--- src/rtl/tube_scheduler_pkg.sv ---
// Shared definitions for the tube scheduler: FSM encoding, screen geometry,
// default placement constants and the gap-height helper.
package tube_scheduler_pkg;

  typedef enum logic [2:0] {
    IDLE    = 3'd0,
    CLEAR   = 3'd1,
    SPAWN   = 3'd2,
    RUN     = 3'd3,
    STOPPED = 3'd4
  } state_t;

  localparam int SCREEN_W     = 640;
  localparam int SCREEN_H     = 480;
  localparam int DEF_SPAWN_X  = 639;
  localparam int DEF_SPAWN_AT = 320;
  localparam int DEF_BIRD_X   = 160;
  localparam int DEF_GAP_MIN  = 64;

  // Gap top = minimum gap plus zero-extended random byte (max 64+255 = 319).
  function automatic logic [8:0] gap_from_rand(input logic [8:0] gmin, input logic [7:0] r);
    return gmin + {1'b0, r};
  endfunction

endpackage

--- src/rtl/tube_scheduler_slot.sv ---
// One tube slot: holds x position, gap height and active flag, moves left
// on request and flags the move that carries it across the bird column.
module tube_slot
  import tube_scheduler_pkg::*;
#(
  parameter int SPAWN_X = DEF_SPAWN_X,
  parameter int BIRD_X  = DEF_BIRD_X,
  parameter int STEP    = 1
) (
  input  logic       clk,
  input  logic       rst_n,
  input  logic       clear,
  input  logic       load,
  input  logic [8:0] load_gap,
  input  logic       move,
  output logic [9:0] posx,
  output logic [8:0] gap_y,
  output logic       active,
  output logic       crossed_bird
);

  logic       under;
  logic [9:0] posx_nx;

  // Saturate at the left edge: a tube closer than one step leaves the screen.
  assign under        = posx < 10'(STEP);
  assign posx_nx      = under ? '0 : posx - 10'(STEP);
  assign crossed_bird = move & active & (posx >= 10'(BIRD_X)) & (posx_nx < 10'(BIRD_X));

  // Slot state: clear wins over load, load wins over move.
  always_ff @(posedge clk or negedge rst_n) begin
    if (!rst_n) begin
      posx   <= '0;
      gap_y  <= '0;
      active <= 1'b0;
    end else if (clear) begin
      posx   <= '0;
      active <= 1'b0;
    end else if (load) begin
      posx   <= 10'(SPAWN_X);
      gap_y  <= load_gap;
      active <= 1'b1;
    end else if (move && active) begin
      posx <= posx_nx;
      if (under) active <= 1'b0;
    end
  end

endmodule

--- src/rtl/tube_scheduler.sv ---
// Game-level tube sequencer: FSM, newest-slot pointer, deferred spawn and
// score pulse, driving an array of tube_slot instances.
module tube_scheduler
  import tube_scheduler_pkg::*;
#(
  parameter int N_TUBES  = 3,
  parameter int SPAWN_X  = DEF_SPAWN_X,
  parameter int SPAWN_AT = DEF_SPAWN_AT,
  parameter int BIRD_X   = DEF_BIRD_X,
  parameter int STEP     = 1,
  parameter int GAP_MIN  = DEF_GAP_MIN
) (
  input  logic                   clk,
  input  logic                   rst_n,
  input  logic                   inicio,
  input  logic                   pause,
  input  logic                   frame_tick,
  input  logic                   collision,
  input  logic [7:0]             rand_in,
  output logic                   rand_req,
  output logic [10*N_TUBES-1:0]  posx,
  output logic [9*N_TUBES-1:0]   gap_y,
  output logic [N_TUBES-1:0]     active,
  output logic                   score_pulse,
  output logic                   running,
  output logic                   game_over
);

  localparam int PW = (N_TUBES > 2) ? 2 : 1;

  state_t state, state_n;

  logic [N_TUBES-1:0][9:0] px;
  logic [N_TUBES-1:0][8:0] gy;
  logic [N_TUBES-1:0]      act, crossed, ld;
  logic [PW-1:0]           newest, slot_s;
  logic                    spawn_pending;
  logic                    tick, do_clear, do_load, do_move, set_pend, req_new, req_pend;
  logic [8:0]              gap_new;

  assign posx    = px;
  assign gap_y   = gy;
  assign active  = act;
  assign slot_s  = (newest == PW'(N_TUBES-1)) ? '0 : newest + 1'b1;
  assign gap_new = gap_from_rand(9'(GAP_MIN), rand_in);
  assign ld      = do_load ? (N_TUBES'(1) << slot_s) : '0;
  assign tick    = frame_tick & ~pause;

  // Newest tube lands on SPAWN_AT this tick (checked before the move).
  assign req_new  = tick & act[newest] & (px[newest] == 10'(SPAWN_AT + STEP));
  // Deferred spawn: the blocking slot is free now, or leaves on this tick.
  assign req_pend = spawn_pending & (~act[slot_s] | (tick & (px[slot_s] < 10'(STEP))));

  generate
    for (genvar i = 0; i < N_TUBES; i++) begin : g_slot
      tube_slot #(.SPAWN_X(SPAWN_X), .BIRD_X(BIRD_X), .STEP(STEP)) u_slot (
        .clk          (clk),
        .rst_n        (rst_n),
        .clear        (do_clear),
        .load         (ld[i]),
        .load_gap     (gap_new),
        .move         (do_move),
        .posx         (px[i]),
        .gap_y        (gy[i]),
        .active       (act[i]),
        .crossed_bird (crossed[i])
      );
    end
  endgenerate

  // Next state and per-cycle slot controls; collision outranks a tick.
  always_comb begin
    state_n  = state;
    do_clear = 1'b0;
    do_load  = 1'b0;
    do_move  = 1'b0;
    set_pend = 1'b0;
    case (state)
      IDLE:    if (inicio) state_n = CLEAR;
      CLEAR: begin
        do_clear = 1'b1;
        state_n  = SPAWN;
      end
      SPAWN: begin
        if (!act[slot_s]) do_load  = 1'b1;
        else              set_pend = 1'b1;
        state_n = RUN;
      end
      RUN: begin
        if (collision) state_n = STOPPED;
        else begin
          do_move = tick;
          if (req_new || req_pend) state_n = SPAWN;
        end
      end
      STOPPED: if (inicio) state_n = CLEAR;
      default: state_n = IDLE;
    endcase
  end

  // State, pointer, pending flag and registered status outputs.
  always_ff @(posedge clk or negedge rst_n) begin
    if (!rst_n) begin
      state         <= IDLE;
      newest        <= '0;
      spawn_pending <= 1'b0;
      rand_req      <= 1'b0;
      score_pulse   <= 1'b0;
      running       <= 1'b0;
      game_over     <= 1'b0;
    end else begin
      state       <= state_n;
      rand_req    <= do_load;
      score_pulse <= do_move & (|crossed);
      running     <= (state_n == RUN);
      game_over   <= (state_n == STOPPED);
      if (do_clear) begin
        newest        <= PW'(N_TUBES-1);
        spawn_pending <= 1'b0;
      end else if (do_load) begin
        newest        <= slot_s;
        spawn_pending <= 1'b0;
      end else if (set_pend) begin
        spawn_pending <= 1'b1;
      end
    end
  end

endmodule

--- config.mk ---
export PLATFORM = sky130hd
export DESIGN_NAME = tube_scheduler
export DESIGN_NICKNAME = d
export VERILOG_FILES = /design/src/rtl/tube_scheduler_pkg.sv /design/src/rtl/tube_scheduler_slot.sv /design/src/rtl/tube_scheduler.sv
export SDC_FILE = /design/constraint.sdc
export NUM_CORES = 1
export LEC_CHECK = 0
export ABC_CLOCK_PERIOD_IN_PS = 3300
export BUFFER_PORTS_ARGS = -buffer_cell sky130_fd_sc_hd__buf_2
export CORE_ASPECT_RATIO = 1.1
export CORE_UTILIZATION = 50
export DETAILED_ROUTE_END_ITERATION = 12
export GPL_ROUTABILITY_DRIVEN = 1
export MAX_ROUTING_LAYER = met4
export PLACE_DENSITY = 0.75
export SETUP_SLACK_MARGIN = 0.4
export SLEW_MARGIN = 20
export SYNTH_ARGS = -nofsm -noshare
export SYNTH_HDL_FRONTEND = slang
export SYNTH_HIERARCHICAL = 1
export SYNTH_SLANG_ARGS = --single-unit
--- constraint.sdc ---
create_clock -name clk -period 3.3 [get_ports clk]
set_input_delay 0.99 -clock clk [delete_from_list [all_inputs] [get_ports clk]]
set_output_delay 0.99 -clock clk [all_outputs]
set_load 0.02 [all_outputs]
# Yosys cells after proc, flatten, opt, wreduce, memory -nomap -nowiden
# Cells that the tools add are included.
[totals]
word_cells = 132
inputBits = 14
out_inout_bits = 64
regBits = 70
[op_classes]
n_shift = 1
add_sub_neg = 5
magnitude_cmp = 12
eq_ne = 8
bitwise_logic = 19
n_reduce_logical = 21
mux = 50
[ops]
columns = ["cell", "n"]
rows = [
  ["10-bit 2-to-1 mux", 14],
  ["10-bit binary-select mux with 2-bit select", 2],
  ["10-bit by 1-bit less-than comparator with 1-bit output, second input constant", 4],
  ["10-bit by 8-bit >= comparator with 1-bit output, second input constant", 3],
  ["10-bit by 8-bit less-than comparator with 1-bit output, second input constant", 3],
  ["10-bit by 1-bit subtractor with 10-bit output, second input constant", 3],
  ["1-bit 2-to-1 mux", 24],
  ["3-bit nonzero test", 7],
  ["1-bit bitwise AND", 15],
  ["3-bit 2-to-1 mux", 4],
  ["3-bit one-hot mux with 4 select lines", 1],
  ["2-bit AND reduction", 6],
  ["10-bit by 9-bit == test with 1-bit output, second input constant", 1],
  ["7-bit by 8-bit adder with 9-bit output, first input constant", 1],
  ["3-bit by 2-bit == test with 1-bit output, second input constant", 3],
  ["3-bit == test, second input constant", 2],
  ["2-bit by 3-bit less-than comparator with 1-bit output, second input constant", 2],
  ["2-bit 2-to-1 mux", 3],
  ["1-bit binary-select mux with 2-bit select", 2],
  ["3-bit by 1-bit == test with 1-bit output, second input constant", 1],
  ["1-bit logical AND", 3],
  ["3-bit zero test", 1],
  ["1-bit NOT", 3],
  ["3-bit OR reduction", 1],
  ["7 further kinds", 7],
]

# Logic depth before layout (Yosys ltp)
# Gate-level depths: netlist (run 1).
[logic_depth]
depth_word = 13
ltp_mapped = 10
depth_no_buf = 9

# Cells and area by module
# Netlist (run 1), hierarchy kept.
[modules_own_cells]
columns = ["module", "seq_area_each_um2", "n_inst", "area_per_inst_um2", "cells_per_inst"]
rows = [
  ["tube_slot", 500.5, 3, 1089.8, 100],
  ["tube_scheduler", 250.2, 1, 809.5, 102],
]

# Worst setup path before layout (run 1)
# Ideal clock, no wire load.
[synth_timing]
kind = "input-to-reg"
start = "in frame_tick"
end = "reg g_slot[1].u_slot.posx[6]"
path_buffers = 1
path_slack_ps = 218
required_ps = 3223
setup_time_ps = 77
t_arrival_ps = 3004
path_stages = 7
cell_sequence = "nor2b_1 -> nor4b_1 -> and2_1 -> clkbuf_1 -> nand3_1 -> or3_1 -> a21oi_1"
[synth_between]
elab_chain_cells = 5
[synth_rtl]
columns = ["element", "line_no", "source"]
rows = [
  ["start, declared", "tube_scheduler.sv:17", "input logic frame_tick,"],
  ["1-bit bitwise AND", "tube_scheduler.sv:47", "assign tick = frame_tick & ~pause;"],
  ["1-bit 2-to-1 mux", "tube_scheduler.sv:90", "if (collision) state_n = STOPPED;"],
  ["1-bit 2-to-1 mux", "tube_scheduler.sv:78", "case (state)"],
  ["net do_move", "tube_scheduler.sv:38", "logic tick, do_clear, do_load, do_move, set_pend, req_new, req_pend;"],
  ["1-bit logical AND", "tube_scheduler_slot.sv:43", "end else if (move && active) begin"],
  ["3-bit nonzero test (no line)", "-", ""],
  ["end signal, assigned", "tube_scheduler_slot.sv:40", "posx <= 10'(SPAWN_X);"],
  ["end signal, assigned", "tube_scheduler_slot.sv:44", "posx <= posx_nx;"],
  ["end, declared", "tube_scheduler_slot.sv:16", "output logic [9:0] posx,"],
]
# The timed path passes the listed nets, and every way through them passes these cells.
# A chain may end at the register's enable or synchronous reset.

# Final worst setup path (run 1)
[layout_timing]
start = "reg newest[0]"
end = "reg g_slot[2].u_slot.gap_y[4]"
[layout_between]
elab_chain_cells = 8
word_cells_on_any_way = 10
cone_classes = "1 x add/sub; 1 x eq/ne; 1 x shift; 6 x mux; 1 x reduce/logical"
[layout_rtl]
columns = ["element", "line_no", "source"]
rows = [
  ["start, declared", "tube_scheduler.sv:36", "logic [PW-1:0] newest, slot_s;"],
  ["start signal, assigned", "tube_scheduler.sv:118", "newest <= PW'(N_TUBES-1);"],
  ["start signal, assigned", "tube_scheduler.sv:121", "newest <= slot_s;"],
  ["2-bit by 1-bit adder with 2-bit output or 2-bit == test (tied branches)", "tube_scheduler.sv:44", "assign slot_s = (newest == PW'(N_TUBES-1)) ? '0 : newest + 1'b1;"],
  ["2-bit 2-to-1 mux (*)", "tube_scheduler.sv:44", ""],
  ["1-bit binary-select mux with 2-bit select", "tube_scheduler.sv:85", "if (!act[slot_s]) do_load = 1'b1;"],
  ["1-bit 2-to-1 mux (implied by the code)", "tube_scheduler.sv:85", ""],
  ["1-bit 2-to-1 mux", "tube_scheduler.sv:85", ""],
  ["1-bit 2-to-1 mux", "tube_scheduler.sv:78", ""],
  ["3-bit 2-to-1 mux (*)", "tube_scheduler.sv:46", "assign ld = do_load ? (N_TUBES'(1) << slot_s) : '0;"],
  ["net ld[2]", "tube_scheduler.sv:35", "logic [N_TUBES-1:0] act, crossed, ld;"],
  ["2-bit AND reduction (no line) (*)", "-", ""],
  ["end signal, assigned", "tube_scheduler_slot.sv:41", "gap_y <= load_gap;"],
  ["end, declared", "tube_scheduler_slot.sv:17", "output logic [8:0] gap_y,"],
]
# Mark *: on every way through the listed nets, which the timed path passes. The rest lies on a longest branch. The select of a mux whose other input is x is not followed.

==> impl_metrics.tcl, run 1 <==
set metrics [dict create \
    outcome "finished clean" \
    setup_viol 0 \
    cts_setup_buffers 0 \
    ys_seq_elements 70 \
    drive_gt1_frac 0.337 \
    worstPathArrival_ns 2.88 \
    clockRootBuffer "clkbuf_8" \
    critical_path.top_delay_family "simple AND/OR/NAND/NOR gates" \
    grt_antenna_before_repair 0 \
    grt_max_degree 41 \
    clockBufferDepth 2 \
    fin_setup_tns_ns 0 \
    fill_cells 693 \
    ir_drop_v 0.000568 \
    design.die.area_sq_um 8520 \
    critPathSlowestCell "dfrtp_2" \
    async_flop_share 1.00 \
    synth-main-ff-cell "dfrtp_1" \
    ant_nets 0 \
    synth_top_area_share 0.429 \
    track_usage 0.265 \
    clk_pin_slew_ns 0.08 \
    fmax_ghz 0.377 \
    finalCriticalPeriod_ns 2.65 \
    cts_resized 0 \
    holdBufCountCts 0 \
    maxCapViolations 0 \
    initial_utilization 0.515 \
    grt_pass1_wl_mm 17.3 \
    cts_tree "built" \
    die_w_microns 88.1 \
    yosysSeqAreaShare 0.429 \
    finalClockSkew_ns 0.00916 \
    clk_latency_ns 0.35 \
    hp-class "flop to flop" \
    avgSynthCellArea_sq_um 10.1 \
    nNetsFinal 502 \
    areaGrowthSynthToFinish_pct 17.0 \
    path_buf_inv 1 \
    diodes 0 \
    p_per_area_nw_per_um2 969 \
    finalHoldViolations 0 \
    cp_cell_sequence "mux2i_1, o21ai_0, or3_1, nor2_1, inv_1, nor2_2, mux2_2" \
    grt_pass1_vias 3621 \
    cts_sinks 70 \
    netlist_instances 402 \
    first_pass_iters 5 \
    synth_area_leaders "dfrtp_1 43%, mux2_2 8.3%, a21oi_1 4.7%, nor2_1 3.5%, nand3_1 2.9%" \
    first_iter_violations 399 \
    coreArea_sq_um 7910 \
    finalCritPeriodShare 0.804 \
    ys_warn_count 6 \
    synth_enable_flop_cells 0 \
    power.leakage_uw 0.00211 \
    place_congestion 0.938 \
    synth.cell_area_sq_um 4080 \
    power.total_uw 4620 \
    finalWirelength_mm 10.4 \
    place_hpwl_mm 7.23 \
    place_ws_ns 0.442 \
    vias 3707 \
    cts_buffers 9 \
    drcViolationCount 0 \
    relSlewSlack 0.373 \
    vias_per_cell 6.21 \
    gr-total-overflow 0 \
    portBuffers 77 \
    num_rows 34 \
    drv_slew 0 \
    fp.dieH_microns 96.7 \
    worst_path_largest_cell_delay_ns 0.54 \
    end_kind "flop" \
    crit_type "flop to flop" \
    worst_pin_slew_ns 0.940 \
    ios 78 \
    yosysUniqueCellTypes 53 \
    start_kind "flop" \
    worstPathRequired_ns 3.53 \
    synth_top_area_cell "dfrtp_1" \
    ctsHtreeMaxLevel 3 \
    wl_per_cell_microns 17.4 \
    rsz0062_at_grt "false" \
    syn_nets 420 \
    cp_max_fo 15 \
    fin_ws_ns 0.646 \
]
[power breakdown]
part / switching (uW) / leakage (uW) / internal, uW / total, uW
registers: 540 / 0.000878 / 1190 / 1730
clock network: 378 / 0.0000927 / 289 / 667
logic: 1290 / 0.00114 / 936 / 2220
[placed cells by master (no fill, tap or decap), types with 5 or more instances in the layout]
| master | synthesis | layout |
|---|---|---|
| mux2i_1 | 11 | 11 |
| buf_2 | 5 | 77 |
| nor3_2 | 6 | 6 |
| nor2b_1 | 6 | 6 |
| inv_1 | 16 | 16 |
| mux2_2 | 30 | 30 |
| or3_1 | 8 | 8 |
| or4_1 | 5 | 5 |
| nor4_1 | 9 | 9 |
| a21oi_1 | 38 | 38 |
| dfrtp_1 | 70 | 69 |
| nor4_2 | 7 | 7 |
| nor2_1 | 38 | 37 |
| clkbuf_8 | 3 | 9 |
| nand3_1 | 24 | 24 |
| nor3_1 | 14 | 14 |
| buf_4 | 0 | 8 |
| nand2_1 | 14 | 14 |
| a221oi_1 | 6 | 6 |
[cells by family after synthesis]
family | synth area share
buf+inv | 0.0365
simple gates | 0.278
flops | 0.429
mux | 0.110
compound gates | 0.134
fa+ha+maj | 0.0123
[state kept, by name (all words and copies together) (netlist names)]
signal and flops:
g_slot.u_slot/posx 30, g_slot.u_slot/gap_y 27, g_slot.u_slot/active 3, state 3, newest 2, game_over 1, rand_req 1, running 1
score_pulse 1, spawn_pending 1
[per-layer routing]
| layer | vias up | GRT usage | wire, microns |
|---|---|---|---|
| met1 | 1753 | 0.360 | 4510 |
| met3 | 29 | 0.0392 | 842 |
| li1 | 1689 | - | - |
| met2 | 236 | 0.385 | 4790 |
| met4 | 0 | 0.132 | 250 |
| met5 | - | - | 0 |
[cell type report]
cell class	instances	area, sq um	area share
Multi-Input combinational cell	302	2190	0.459
Sequential cell	70	1750	0.367
Timing Repair Buffer	85	445	0.0933
Tap cell	108	135	0.0283
Clock buffer	9	124	0.0260
Clock inverter	7	62.6	0.0131
Inverter	16	60.1	0.0126
[Yosys cell counts (2+ instances only)]
cell type  instances
nor2_2             3
dfrtp_1           70
nand3b_1           3
clkbuf_8           3
or3_1              8
nor2_1            38
ha_1               4
o32ai_1            2
a22oi_1            3
nor4b_1            3
clkbuf_1           6
a311oi_1           3
a21o_1             4
and3b_1            3
nor4b_2            3
or3_4              3
o31a_1             2
o21ai_0            4
mux2i_1           11
or4b_4             3
nor3b_1            3
nand3b_4           3
or4_1              5
and2_1             3
o22ai_1            3
nor2b_1            6
buf_2              5
a32o_1             2
nor4bb_1           3
nand2b_1           4
and2b_2            3
a21oi_1           38
nand3_1           24
nor4_1             9
mux2_2            30
nand2_1           14
o2bb2ai_1          3
a31oi_1            3
nor4_2             7
nor3_1            14
o311ai_0           4
a221oi_1           6
nor3_2             6
inv_1             16
[stage by stage]
stage                     instance area (sq um)  hold slack [ns]  cells   util
after floorplan                            4090            0.520    402      -
after global placement                     4580            0.486    581  0.579
after detailed placement                   4580            0.490    581  0.579
after CTS                                  4770            0.510    597  0.602
after global routing                       4770            0.526    597  0.603
final                                      4770            0.507    597  0.603
[final timing paths]
check | slack, ns | depth (start not counted) | from | endpoint
min in group asynchronous | 0.78 | 1 | rst_n | g_slot[0].u_slot/posx[4]
worst min register to register | 0.51 | 1 | g_slot[0].u_slot/gap_y[5] | g_slot[0].u_slot/gap_y[5]
worst min-delay path | 0.51 | 1 | g_slot[0].u_slot/gap_y[5] | g_slot[0].u_slot/gap_y[5]
max in group asynchronous | 1.77 | 2 | rst_n | g_slot[0].u_slot/posx[8]
worst max register to register | 0.65 | 7 | newest[0] | g_slot[2].u_slot/gap_y[4]
worst max-delay path | 0.65 | 7 | newest[0] | g_slot[2].u_slot/gap_y[4]
(Power assumes the default switching activity.)
==> inputs of run 2 (changes only) <==
Settings changed: ABC_CLOCK_PERIOD_IN_PS 3300 to 2150, PLACE_DENSITY 0.75 to 0.78.
Clock period 3.3 ns to 2.15 ns, I/O delays scaled along.
==> run 2 against run 1 <==
Against the previous run:
- the run now ends with setup timing left
- sequential power increased by 40%
- utilization increased by 18 points
- register-to-register slack got worse by 0.65 ns
- critical endpoint is now g_slot[1].u_slot/gap_y[8]
- setup slack got worse by 0.65 ns
- critical path depth increased by 3
- largest cell class unchanged
- first-iteration DRC count increased by 2.5%
- clock-buffer cell count unchanged
- sequential cell count unchanged
- die area unchanged
==> impl_metrics.tcl, run 2 (same netlist as run 1, synthesis figures left out) <==
set metrics [dict create \
    seq_area_sq_um 1770 \
    ir_drop_v 0.00110 \
    num_rows 34 \
    areaGrowthSynthToFinish_pct 52.4 \
    cts_buffers 9 \
    setup_viol 7 \
    worstPathRequired_ns 2.41 \
    fmax_ghz 0.463 \
    clockRootBuffer "clkbuf_8" \
    wl_per_cell_microns 21.3 \
    grt_pass1_wl_mm 21.0 \
    grt_max_degree 47 \
    regMostFlops "g_slot.u_slot/posx" \
    routed-wl-met2_mm 7.36 \
    drcViolationCount 0 \
    place_ws_ns -0.0123 \
    intPower_uw 4790 \
    ant_nets 0 \
    ctsHtreeMaxLevel 3 \
    final_common_cell "buf_4" \
    power.leakage_uw 0.00279 \
    finalClockSkew_ns 0.00892 \
    cp_cell_sequence "mux2i_1, o21ai_2, or3_4, inv_2, nand3_2, inv_2, inv_2, nor2_4, buf_12, mux2_2" \
    seq_power_share 0.267 \
    worstPathArrival_ns 2.42 \
    power.total_uw 9060 \
    p_clk_frac 0.120 \
    fill_cells 480 \
    clockBufferDepth 2 \
    vias_per_cell 6.37 \
    multiInputGateArea_sq_um 2600 \
    portBuffers 77 \
    dp.cells 617 \
    largest_reg_flops 30 \
    hp-class "input pin to async pin" \
    drive_gt1_frac 0.580 \
    design.die.area_sq_um 8520 \
    grt_antenna_before_repair 0 \
    finalCriticalPeriod_ns 2.16 \
    place_congestion 0.959 \
    nNetsFinal 599 \
    highest_layer "met4" \
    rsz0062_at_grt "true" \
    initial_utilization 0.515 \
    cp_max_fo 9 \
    clk_latency_ns 0.37 \
    first_iter_violations 409 \
    finalWirelength_mm 14.8 \
    grt_pass1_vias 4208 \
    p_per_area_nw_per_um2 1460 \
    worst_pin_slew_ns 0.636 \
    gr-total-overflow 0 \
    power_frac_comb 0.613 \
    drv_slew 0 \
    crit_top_cell "inv_2" \
    largestRegisters "g_slot.u_slot/posx (30), g_slot.u_slot/gap_y (27)" \
    wl_met3_mm 1.20 \
    final_core_util 0.786 \
    place_hpwl_mm 7.94 \
    start_kind "flop" \
    fin_ws_ns -0.00834 \
    clk_pin_slew_ns 0.09 \
    fp.dieH_microns 96.7 \
    holdBufCountCts 0 \
    p_sw_uw 4270 \
    violations "setup timing" \
    ios 78 \
    first_pass_iters 5 \
    swShare 0.472 \
    maxCapViolations 0 \
    final_cell_mix "79 x buf_4, 63 x buf_2, 54 x dfrtp_1, 34 x nor2_1, 29 x buf_6" \
    diodes 0 \
    crit_type "flop to flop" \
    finalHoldViolations 0 \
    coreArea_sq_um 7910 \
    cts_tree "built" \
    worst_path_largest_cell_delay_ns 0.40 \
    vias 4422 \
    outcome "finished with violations" \
    track_usage 0.329 \
    drt-met1-wl_mm 5.56 \
    end_kind "flop" \
    stdcell_count 694 \
    finalCritPeriodShare 1.00 \
    die_w_microns 88.1 \
    relSlewSlack 0.573 \
    cts_sinks 70 \
    critPathSlowestCell "dfrtp_1" \
]
[run 2: cell types whose count changed in the layout (fill, tap and decap cells not counted), sizes merged]
| cell | before | now |
|---|---|---|
| clkbuf | 9 | 10 |
| clkinv | 2 | 0 |
| buf | 85 | 180 |
| bufbuf | 0 | 1 |
| clkinvlp | 1 | 3 |
[run 2: final timing paths]
path / from / endpoint / slack [ns] / cells after the start
setup / recovery: newest[0] / g_slot[1].u_slot/gap_y[8] / -0.008 / 10
hold reg to reg: g_slot[0].u_slot/gap_y[0] / g_slot[0].u_slot/gap_y[0] / 0.51 / 1
min in group clk: g_slot[0].u_slot/gap_y[0] / g_slot[0].u_slot/gap_y[0] / 0.51 / 1
max in group asynchronous: rst_n / g_slot[1].u_slot/posx[5] / 1.57 / 2
hold / removal: rst_n / g_slot[0].u_slot/posx[8] / 0.25 / 2
setup reg to reg: newest[0] / g_slot[1].u_slot/gap_y[8] / -0.008 / 10
[run 2: timing repair]
item	in CTS	in global routing
gates cloned	2	0
endpoints found under the setup margin	73	84
pin swaps	44	17
buffers inserted	32	27
resized for setup	79	58
[run 2: worst max-delay path: cells and delay by family (launching register included)]
family / cells / cell delay (ns)
simple gates: 3 / 0.58
mux: 2 / 0.60
flops: 1 / 0.40
compound gates: 1 / 0.10
buf+inv: 4 / 0.37
[run 2: routing by layer]
layer,vias to the layer above,global-route usage
met5,-,-
met4,0,0.156
li1,1883,-
met3,84,0.0589
met1,2148,0.410
met2,307,0.515
[run 2: final cells by class]
class,count,area share
Timing Repair Buffer,182,0.235
Clock inverter,7,0.00986
Multi-Input combinational cell,302,0.418
Tap cell,108,0.0217
Sequential cell,70,0.285
Clock buffer,9,0.0199
Inverter,16,0.0103
[run 2: power groups by stage]
stage | clock network [uW] | logic [uW] | registers (uW)
2_1_floorplan | 0 | 2120 | 2970
3_3_place_gp | 0 | 4010 | 2340
3_5_place_dp | 0 | 4110 | 2360
4_1_cts | 1060 | 4850 | 2350
5_1_grt | 1140 | 5830 | 2480
6_report | 1090 | 5550 | 2420
[run 2: metrics by stage]
step / cell area (sq um) / setup TNS [ns] / hold WS [ns]
floorplan: 4150 / 0 / 0.349
global placement: 4930 / 0 / 0.485
detailed placement: 4930 / -0.0500 / 0.490
CTS: 5780 / 0 / 0.268
global route: 6220 / -0.216 / 0.270
finish: 6220 / -0.0298 / 0.247
==> inputs of run 3 (changes only) <==
Settings changed: RECOVER_POWER set to 25.
==> run 3 against run 2 <==
Against the previous run:
- the flow now finishes without violations
- sequential power hardly changed
- sequential share of layout area is 0.086 points higher
- setup slack better by 0.014 ns
- critical path type unchanged
- largest cell class unchanged
- largest power group unchanged
==> impl_metrics.tcl, run 3 (same netlist as run 1, synthesis figures left out) <==
set metrics [dict create \
    outcome "finished clean" \
    end_kind "flop" \
    clk_pin_slew_ns 0.10 \
    worstPathArrival_ns 2.40 \
    relSlewSlack 0.0110 \
    p_per_area_nw_per_um2 1460 \
    start_kind "flop" \
    diodes 0 \
    power.leakage_uw 0.00278 \
    fin_setup_tns_ns 0 \
    cp_max_fo 9 \
    ctsHtreeMaxLevel 3 \
    timing.critical_path.depth 10 \
    vias_per_cell 6.39 \
    rsz0062_at_grt "true" \
    ir_drop_v 0.00110 \
    ant_nets 0 \
    place_congestion 0.959 \
    drcViolationCount 0 \
    min_path_cells 1 \
    coreArea_sq_um 7910 \
    clk_latency_ns 0.37 \
    initial_utilization 0.515 \
    portBuffers 77 \
    finalWirelength_mm 14.8 \
    first_pass_iters 5 \
    gr-total-overflow 0 \
    worst_pin_slew_ns 1.48 \
    worst_path_largest_cell_delay_ns 0.40 \
    design.die.area_sq_um 8520 \
    final_cell_mix "78 x buf_4, 63 x buf_2, 54 x dfrtp_1, 34 x nor2_1, 29 x buf_6" \
    r2r-end "g_slot[1].u_slot/gap_y[8]" \
    wl_met3_mm 1.19 \
    critical_path.top_delay_family "multiplexers" \
    worstPathRequired_ns 2.41 \
    maxCapViolations 0 \
    nNetsFinal 599 \
    areaGrowthSynthToFinish_pct 51.9 \
    finalClockSkew_ns 0.00980 \
    regMostFlops "g_slot.u_slot/posx" \
    path_buf_inv 4 \
    grt_pass1_wl_mm 21.0 \
    ios 78 \
    cts_buffers 9 \
    fp.dieH_microns 96.7 \
    final_common_cell "buf_4" \
    critPathSlowestCell "dfrtp_1" \
    cp-startpoint "newest[0]" \
    crit_type "flop to flop" \
    highest_layer "met4" \
    largestRegisters "g_slot.u_slot/posx (30), g_slot.u_slot/gap_y (27)" \
    clockBufferDepth 2 \
    track_usage 0.329 \
    place_hpwl_mm 7.94 \
    drt-met1-wl_mm 5.55 \
    fmax_ghz 0.466 \
    finalCritPeriodShare 0.997 \
    setup_viol 0 \
    hp-class "flop to flop" \
    finalCriticalPeriod_ns 2.14 \
    routed-wl-met2_mm 7.33 \
    cp_cell_sequence "mux2i_1, o21ai_2, or3_4, inv_2, nand3_2, inv_2, inv_2, nor2_4, buf_12, mux2_2" \
    rrSetupSlack_ns 0.006 \
    grt_max_degree 47 \
    vias 4435 \
    finalHoldViolations 0 \
    reg2regPathDepth 10 \
    wl_per_cell_microns 21.3 \
    first_iter_violations 473 \
    cts_sinks 70 \
    regToRegStartpoint "newest[0]" \
    num_rows 34 \
    grt_pass1_vias 4208 \
    largest_reg_flops 30 \
    drive_gt1_frac 0.578 \
    cts_tree "built" \
    power.total_uw 9050 \
    die_w_microns 88.1 \
    clockRootBuffer "clkbuf_8" \
    crit_top_cell "inv_2" \
    cp-endpoint "g_slot[1].u_slot/gap_y[8]" \
    grt_antenna_before_repair 0 \
    drv_slew 0 \
]
-- run 3: routing by layer --
metal,vias up,global-route usage
met4,0,0.156
met3,90,0.0589
met2,318,0.515
li1,1886,-
met5,-,-
met1,2141,0.410
-- run 3: metrics by stage --
stage / util / hold WS [ns] / instances / setup slack, ns / instance area, sq um
2_1_floorplan: - / 0.349 / 402 / 0.0891 / 4150
3_3_place_gp: 0.623 / 0.485 / 617 / 0.0479 / 4930
3_5_place_dp: 0.623 / 0.490 / 617 / -0.0123 / 4930
4_1_cts: 0.730 / 0.268 / 667 / 0.148 / 5780
5_1_grt: 0.783 / 0.525 / 694 / -0.0408 / 6200
6_report: 0.783 / 0.512 / 694 / 0.00594 / 6200
-- run 3: how the worst min path moves through the flow --
| stage | to | startpoint | slack [ns] |
|---|---|---|---|
| 2_1_floorplan | g_slot[0].u_slot/active | rst_n | 0.35 |
| 5_1_grt | g_slot[2].u_slot/gap_y[6] | g_slot[2].u_slot/gap_y[6] | 0.52 |
| 3_3_place_gp | g_slot[2].u_slot/gap_y[4] | g_slot[2].u_slot/gap_y[4] | 0.48 |
| 3_5_place_dp | g_slot[0].u_slot/gap_y[0] | g_slot[0].u_slot/gap_y[0] | 0.49 |
| 6_report | g_slot[0].u_slot/gap_y[0] | g_slot[0].u_slot/gap_y[0] | 0.51 |
| 4_1_cts | g_slot[0].u_slot/posx[8] | rst_n | 0.27 |
-- run 3: layout make-up --
type                            count  area (sq um)
Multi-Input combinational cell    302          2600
Sequential cell                    70          1770
Fill cell                         481          1720
Timing Repair Buffer              182          1440
Tap cell                          108           135
Clock buffer                        9           124
Inverter                           16          63.8
Clock inverter                      7          61.3
-- run 3: worst reg2reg max path, delay by kind of cell (launching register included) --
family,cells,cell delay [ns]
flops,1,0.40
simple gates,3,0.58
compound gates,1,0.10
buf+inv,4,0.37
mux,2,0.60
-- run 3: report_power, final --
part           leakage [uW]  total (uW)  switching (uW)  internal [uW]
Sequential         0.000859        2420             562           1860
Combinational       0.00184        5550            3060           2480
Clock             0.0000892        1090             643            444
Total               0.00278        9050            4270           4780
-- run 3: repair_timing --
| action | in CTS | in global routing |
|---|---|---|
| endpoints found under the setup margin | 73 | 84 |
| hold buffers | 0 | 0 |
| hold endpoints to repair | 0 | 0 |
| pin swaps | 44 | 17 |
| gates resized for setup | 79 | 58 |
| buffers inserted | 32 | 27 |
| cloned | 2 | 0 |
